$ cat src/rtl/s2mm_sched_pkg.sv
// Shared types and constants for the S2MM ring scheduler: FSM state
// encoding, page size, transfer length and DataMover command-word layout.
package s2mm_sched_pkg;

    typedef enum logic [1:0] {
        ST_IDLE  = 2'd0,
        ST_ISSUE = 2'd1,
        ST_DRAIN = 2'd2,
        ST_ERROR = 2'd3
    } sched_state_t;

    localparam int unsigned PAGE_BYTES = 4096;
    localparam int unsigned PAGE_SHIFT = 12;

    // Every command moves exactly one page
    localparam logic [22:0] CMD_BTT = 23'(PAGE_BYTES);

    // Command-word field offsets (72-bit S2MM command)
    localparam int unsigned CMD_W        = 72;
    localparam int unsigned CMD_BTT_LSB  = 0;
    localparam int unsigned CMD_TYPE_BIT = 23;
    localparam int unsigned CMD_DSA_LSB  = 24;
    localparam int unsigned CMD_EOF_BIT  = 30;
    localparam int unsigned CMD_DRE_BIT  = 31;
    localparam int unsigned CMD_ADDR_LSB = 32;
    localparam int unsigned CMD_TAG_LSB  = 64;

endpackage

$ cat src/rtl/s2mm_cmd_builder.sv
// Combinational assembly of one 72-bit DataMover S2MM command word from a
// page address and tag. Reserved nibbles, DRE and DSA are always zero.
module s2mm_cmd_builder
    import s2mm_sched_pkg::*;
(
    input  logic [27:0]      addr,
    input  logic [3:0]       tag,
    output logic [CMD_W-1:0] cmd
);

    // Pack the fixed and variable fields into the command word
    always_comb begin
        cmd                           = '0;
        cmd[CMD_BTT_LSB +: 23]        = CMD_BTT;
        cmd[CMD_TYPE_BIT]             = 1'b1;
        cmd[CMD_DSA_LSB +: 6]         = 6'h00;
        cmd[CMD_EOF_BIT]              = 1'b1;
        cmd[CMD_DRE_BIT]              = 1'b0;
        cmd[CMD_ADDR_LSB +: 28]       = addr;
        cmd[CMD_TAG_LSB +: 4]         = tag;
    end

endmodule

$ cat src/rtl/s2mm_ring_scheduler.sv
// S2MM ring scheduler: issues one-page DataMover write commands into a
// host ring buffer, tracks outstanding commands and completed pages, and
// flags ring overflow and DataMover errors.
// Optional build macro RING_OVERWRITE_EN: when defined, a full ring does not
// stall issue and overflow marks handshakes made while full; otherwise a
// full ring stalls issue and overflow marks every stalled ISSUE cycle.
module s2mm_ring_scheduler
    import s2mm_sched_pkg::*;
#(
    parameter int MAX_OUTST = 4
) (
    input  logic        axi_aclk,
    input  logic        axi_aresetn,
    input  logic        enable,
    input  logic [27:0] ring_base,
    input  logic [15:0] ring_pages,
    input  logic [15:0] host_rd_page,
    input  logic        axis_cmd_tready,
    output logic        axis_cmd_tvalid,
    output logic [71:0] axis_cmd_tdata,
    input  logic        s2mm_wr_xfer_cmplt,
    input  logic        s2mm_err,
    output logic [15:0] wr_page,
    output logic [2:0]  outstanding,
    output logic        overflow,
    input  logic        overflow_clr,
    output logic        err_flag,
    output logic [1:0]  state
);

    localparam logic [2:0] MAX_Q = 3'(MAX_OUTST);

    sched_state_t state_q;
    logic [15:0]  pages_q;
    logic [15:0]  issue_ptr;
    logic [15:0]  issue_ptr_nxt;
    logic [15:0]  wr_page_nxt;
    logic [27:0]  cmd_addr;
    logic [71:0]  cmd_word;
    logic         ring_full;
    logic         handshake;
    logic         cmplt_cnt;
    logic         cmplt_stray;
    logic         issue_slot;
    logic         can_issue;
    logic         ovf_set;

    assign state = state_q;

    s2mm_cmd_builder u_cmd_builder (
        .addr (cmd_addr),
        .tag  (issue_ptr[3:0]),
        .cmd  (cmd_word)
    );

    // Ring pointer arithmetic, handshake/completion decode and issue gating
    always_comb begin
        issue_ptr_nxt = (issue_ptr == pages_q - 16'd1) ? '0 : issue_ptr + 16'd1;
        wr_page_nxt   = (wr_page == pages_q - 16'd1) ? '0 : wr_page + 16'd1;
        ring_full     = (issue_ptr_nxt == host_rd_page);
        cmd_addr      = {ring_base[27:PAGE_SHIFT], 12'h000} + {issue_ptr, 12'h000};
        handshake     = axis_cmd_tvalid && axis_cmd_tready;
        cmplt_cnt     = s2mm_wr_xfer_cmplt && (outstanding != 3'd0);
        cmplt_stray   = s2mm_wr_xfer_cmplt && (outstanding == 3'd0);
        // A new command is only considered once the previous one has left,
        // so the current pointer and count are always the ones to use.
        issue_slot    = (state_q == ST_ISSUE) && enable && !axis_cmd_tvalid;
`ifdef RING_OVERWRITE_EN
        can_issue     = issue_slot && (outstanding < MAX_Q);
        ovf_set       = handshake && ring_full;
`else
        can_issue     = issue_slot && (outstanding < MAX_Q) && !ring_full;
        ovf_set       = issue_slot && ring_full;
`endif
    end

    // Scheduler FSM with registered command channel and status counters
    always_ff @(posedge axi_aclk) begin
        if (!axi_aresetn) begin
            state_q         <= ST_IDLE;
            axis_cmd_tvalid <= 1'b0;
            axis_cmd_tdata  <= '0;
            issue_ptr       <= '0;
            pages_q         <= '0;
            wr_page         <= '0;
            outstanding     <= '0;
            overflow        <= 1'b0;
            err_flag        <= 1'b0;
        end else begin
            outstanding <= outstanding + 3'(handshake) - 3'(cmplt_cnt);
            if (cmplt_stray) err_flag <= 1'b1;
            if (cmplt_cnt)   wr_page  <= wr_page_nxt;
            if (handshake)   issue_ptr <= issue_ptr_nxt;

            if (ovf_set)
                overflow <= 1'b1;
            else if (overflow_clr)
                overflow <= 1'b0;

            case (state_q)
                ST_IDLE: begin
                    if (enable) begin
                        state_q   <= ST_ISSUE;
                        pages_q   <= ring_pages;
                        issue_ptr <= '0;
                        wr_page   <= '0;
                        overflow  <= 1'b0;
                    end
                end
                ST_ISSUE: begin
                    if (axis_cmd_tvalid) begin
                        if (axis_cmd_tready) axis_cmd_tvalid <= 1'b0;
                    end else if (can_issue) begin
                        axis_cmd_tvalid <= 1'b1;
                        axis_cmd_tdata  <= cmd_word;
                    end else if (!enable) begin
                        state_q <= ST_DRAIN;
                    end
                end
                ST_DRAIN: begin
                    if (outstanding == 3'd0) state_q <= ST_IDLE;
                end
                default: ;
            endcase

            if (s2mm_err) begin
                state_q         <= ST_ERROR;
                axis_cmd_tvalid <= 1'b0;
                err_flag        <= 1'b1;
            end
        end
    end

endmodule

$ cat config.mk
export PLATFORM = sky130hd
export DESIGN_NAME = s2mm_ring_scheduler
export DESIGN_NICKNAME = d
export VERILOG_FILES = /design/src/rtl/s2mm_sched_pkg.sv /design/src/rtl/s2mm_cmd_builder.sv /design/src/rtl/s2mm_ring_scheduler.sv
export SDC_FILE = /design/constraint.sdc
export NUM_CORES = 1
export LEC_CHECK = 0
export BUFFER_PORTS_ARGS = -buffer_cell sky130_fd_sc_hd__buf_2
export CORE_MARGIN = 1
export CORE_UTILIZATION = 54
export CTS_CLUSTER_DIAMETER = 120
export CTS_CLUSTER_SIZE = 14
export DETAILED_ROUTE_END_ITERATION = 8
export GPL_ROUTABILITY_DRIVEN = 0
export HOLD_SLACK_MARGIN = 0.1
export PLACE_DENSITY = 0.82
export SYNTH_ARGS = -nofsm -noshare
export SYNTH_HDL_FRONTEND = slang
export SYNTH_SLANG_ARGS = --single-unit
$ cat constraint.sdc
create_clock -name axi_aclk -period 4.11 [get_ports axi_aclk]
set_input_delay 0.2055 -clock axi_aclk [delete_from_list [all_inputs] [get_ports axi_aclk]]
set_output_delay 0.2055 -clock axi_aclk [all_outputs]
set_load 0.005 [all_outputs]
* Yosys cells after proc, flatten, opt, wreduce, memory -nomap -nowiden *
Cells that the tools add are included.

word-level totals
  word-level logic and storage cells = 71
  register bits after elaboration = 91

cells by class
  bitwise logic cells = 2
  reductions and logical operators = 19
  magnitude comparators = 1
  equal/unequal tests = 10
  mux-type cells = 24
  add/subtract/negate cells = 6

operators with widths
  cell                     count
  $mux W16                 8
  $eq A16 B16 Y1           3
  $add A16 B1 Y16 const B  2
  $add A28 B28 Y28         1
  $sub A16 B1 Y16 const B  1
  $ne A3 B3 Y1 const B     5
  $mux W2                  6
  $mux W1                  9
  $logic_and A1 B1 Y1      8
  $pmux W2 S3              1
  $reduce_and A6 Y1        1
  $reduce_bool A4 Y1       1
  $add A3 B1 Y3            1
  $logic_not A3 Y1         1
  $lt A3 B3 Y1 const B     1
  $reduce_and A3 Y1        1
  $reduce_bool A3 Y1       1
  $sub A3 B1 Y3            1
  $eq A2 B1 Y1 const B     1
  $eq A2 B2 Y1 const B     1
  $logic_not A1 Y1         2
  $logic_not A2 Y1         1
  $not A1 Y1               2
  $reduce_and A2 Y1        1
  2 further kinds          2

* Logic depth before layout (Yosys ltp) *
  depth after elaboration = 10
  mapped depth = 15
  gate-level depth less buffers = 12

* By module *
From an unflattened synthesis, not the netlist that was laid out.

second synthesis, totals
  cells, all modules = 1,188
  area, all modules = 9,173.8 um^2

modules (own cells, without submodules)
  module               cells each  area each (um^2)  sequential area each (um^2)  times used
  s2mm_ring_scheduler  1,114       8,625.8           2,562.5                      1
  s2mm_cmd_builder     74          548.0             0.0                          1

* Least setup slack after synthesis *
No wires, ideal clock.

  kind = reg-to-reg
  from = register pages_q[0]
  to = register axis_cmd_tdata[30]
  stages on the path, launching flop included = 16
  clock period less this slack = 3,533 ps
  setup time = 115 ps
  slack = 577 ps
  buffers on the path = 4
  arrival time = 3,419 ps
  cells stage by stage = dfxtp_1 > clkbuf_1 > inv_1 > ha_1 > or3b_2 > buf_2 > mux2i_1 > a211oi_1 > nand4_1 > or4_4 > or3_1 > a222oi_1 > buf_4 > nor2_2 > buf_6 > o21a_1

on the way
  cells in the longest elaborated chain, start to end = 7

ends and longest elaborated chain
  item                                line                        RTL
  start: declaration                  s2mm_ring_scheduler.sv:34   logic [15:0] pages_q;
  start signal: assignment            s2mm_ring_scheduler.sv:104  pages_q <= ring_pages;
  $sub A16 B1 Y16                     s2mm_ring_scheduler.sv:58   issue_ptr_nxt = (issue_ptr == pages_q - 16'd1) ? '0 : issue_ptr + 16'd1;
  $eq A16 B16 Y1                      s2mm_ring_scheduler.sv:58
  $mux W16                            s2mm_ring_scheduler.sv:58
  $eq A16 B16 Y1                      s2mm_ring_scheduler.sv:60   ring_full = (issue_ptr_nxt == host_rd_page);
  $logic_not A1 Y1                    s2mm_ring_scheduler.sv:72   can_issue = issue_slot && (outstanding < MAX_Q) && !ring_full;
  $logic_and A1 B1 Y1                 s2mm_ring_scheduler.sv:72
  $reduce_and A3 Y1 (no source line)  --
  end signal: assignment              s2mm_ring_scheduler.sv:115  axis_cmd_tdata <= cmd_word;
  end: declaration                    s2mm_ring_scheduler.sv:20   output logic [71:0] axis_cmd_tdata,

No other way between the ends.
A chain may end at the register's enable or synchronous reset.

* Worst setup path after layout *
  from = register pages_q[0]
  to = register axis_cmd_tvalid

on the way
  cells in the longest elaborated chain, start to end = 8

ends and longest elaborated chain
  item                    line                        RTL
  $sub A16 B1 Y16         s2mm_ring_scheduler.sv:58
  $eq A16 B16 Y1          s2mm_ring_scheduler.sv:58
  $mux W16                s2mm_ring_scheduler.sv:58
  $eq A16 B16 Y1          s2mm_ring_scheduler.sv:60
  $logic_not A1 Y1        s2mm_ring_scheduler.sv:72
  $logic_and A1 B1 Y1     s2mm_ring_scheduler.sv:72
  $mux W1                 s2mm_ring_scheduler.sv:113  end else if (can_issue) begin
  $mux W1                 s2mm_ring_scheduler.sv:111  if (axis_cmd_tvalid) begin
  end signal: assignment  s2mm_ring_scheduler.sv:81   axis_cmd_tvalid <= 1'b0;
  end signal: assignment  s2mm_ring_scheduler.sv:112  if (axis_cmd_tready) axis_cmd_tvalid <= 1'b0;
  end signal: assignment  s2mm_ring_scheduler.sv:114  axis_cmd_tvalid <= 1'b1;
  end: declaration        s2mm_ring_scheduler.sv:19   output logic axis_cmd_tvalid,

No other way between the ends.

==> results.ini <==
[grt]
grtUsageTotal_pct=26.6
grt_max_degree=31
antenna_found_initial=0
grt-ovfl-total=0
grt_pass1_wl_mm=24.6
grt_pass1_vias=5010

[pwr]
ir_drop_v=0.000247
power_mw=2.13
leakage_nw=2.87
power_density_mw_per_mm2=314

[die]
start_util_pct=55.7
dieArea_mm2=0.0117
die_x_um=108
num_rows=38
die_height_um=108
io_pins=163
fp.coreArea_mm2=0.0109

[layout]
final-seq-area_mm2=0.00154
multi_input_area_mm2=0.00403
layout_commonest_cell=buf_2
finalNonFillerCells=1019
nets=966
fillCellCount=960
area_growth_pct=11.7
diodes=0
drive_gt1_share_pct=15.9
final_cell_mix=buf_2, nand2_1, dfxtp_1
post-route-util_pct=62.2
fin_area_mm2=0.00677

[routing]
first_iter_violations=484
drt-total-wl_mm=15.3
viasPerCell=5.78
dr.pass1.iters=5
vias=5885
drc_errors=0
wire_per_inst_um=15.0
postRouteAntennaNets=0

[yosys]
ys_top_cells_by_area=dfxtp_1, xnor2_1, buf_4
synth.distinct_cells=66
synth_top_area_share_pct=25.4
synth_ff_type=dfxtp_1
yosysSeqAreaShare_pct=25.4
yosys.area.top_type=dfxtp_1
synth_edf_count=0
synth-seq-cells=77
ys.warnings.count=0
synth_cells=783
ys_async_sr_fraction_pct=0
synthesis.area_mm2=0.00606
avgSynthCellArea_um2=7.74

[timing]
min_period_ps=3850
setup-tns-final_ps=0
slew_violations=0
hold_slack_ps=112
fin_skew_ps=11.6
fin_crit_sh_pct=93.7
worst_slack_ps=261
slew_headroom_pct=35.8
rsz0062_at_grt=no
max_freq_mhz=260
tightest_slew_ps=963
setup_viol=0
hold_viol_final=0

[cts]
htreeDepth=3
post_cts_buffers=0
clkSinkCount=77
path_clk_slew_ps=80
insertion_delay_ps=360
cts_buffers=9
clockBufferDepth=2
cts_tree=yes
cts_root_buf=clkbuf_8

[placement]
place_ws_ps=144
dp_hpwl_mm=11.2
port_buffers=101
dp.cells=986
placed_area_mm2=0.00643

[min_path]
hold_path.class=in2reg

[setup_path]
critPathCaptureType=flip-flop
cp-start-kind=flip-flop
arrival_ps=4110
crit_chain=inv_1, ha_1, or3b_2, mux2i_1, a211oi_1, nand4_1, or4_4, or3_1, a222oi_1, buf_4, nor2_4, o211a_1
cp_slowest_cell=or4_4
worstPathRequired_ps=4370
crit_type=reg2reg
critical_path.max_stage_delay_ps=580
worst-path-max-fanout=19

[job]
maxCapViolCount=0

[status]
status=finished clean

layer usage:
layer | routed length, µm | global-route usage, %
met1 | 6950 | 37.0
met3 | 974 | 4.04
met2 | 7040 | 41.9
met4 | 347 | 9.20
met5 | 0 | 0
logic make-up after synthesis:
| group | share of synthesized area [%] |
|---|---|
| mux | 2.81 |
| other cells | 0.0619 |
| fa+ha+maj | 5.41 |
| simple gates | 25.9 |
| flops | 25.4 |
| compound gates | 16.2 |
| buf+inv | 11.1 |
| xor+xnor | 13.0 |
worst paths after layout:
check / to / depth (start not counted) / start / slack (ps)
worst max register to register: axis_cmd_tvalid / 12 / pages_q[0] / 260
worst min register to register: axis_cmd_tdata[59] / 2 / axis_cmd_tdata[59] / 450
worst min-delay path: state[0] / 3 / s2mm_err / 110
worst max-delay path: axis_cmd_tvalid / 12 / pages_q[0] / 260
what timing repair did:
action,CTS,global route
hold buffers,17,0
hold endpoints to repair,17,0
endpoints found under the setup margin,0,14
gates resized for setup,0,1
state kept, by name, summed over array words and instances, names as in the netlist:
register,flops
overflow,1
outstanding,3
err_flag,1
issue_ptr,16
wr_page,16
axis_cmd_tvalid,1
pages_q,16
axis_cmd_tdata,21
state,2
critical path: cells and delay by family, from the launching register on:
family	cells	cell delay (ps)
AOI/OAI and AO/OA	3	760
adders and majority gates	1	220
buffers and inverters	2	380
DFF	1	390
muxes	1	170
and+or+nand+nor	5	1830
cells in the mapped netlist (10+ instances only):
master	instances
inv_1	22
clkbuf_1	35
xnor2_1	51
nor4_1	18
or3_1	15
nor2_1	58
and3_1	12
mux2i_1	17
xor2_1	29
nand2_1	87
nand3_1	23
buf_4	53
nor3_1	20
o21ai_0	30
nand4_1	10
a21oi_1	62
dfxtp_1	77
ha_1	23
report_power, final:
group          switching (mW)  internal [mW]  total [mW]  leakage, nW
clock                   0.287          0.234       0.522       0.0901
sequential             0.0621          0.795       0.857        0.625
combinational           0.408          0.341       0.749         2.15
total                   0.757           1.37        2.13         2.87
layout make-up:
cell class                      instances  share of cell area, %
Tap cell                              140                   2.59
Multi-Input combinational cell        633                   59.5
Clock buffer                           12                   2.14
Timing Repair Buffer                  131                   11.4
Clock inverter                          4                  0.351
Sequential cell                        77                   22.8
Inverter                               22                   1.22
(Power assumes the default switching activity.)
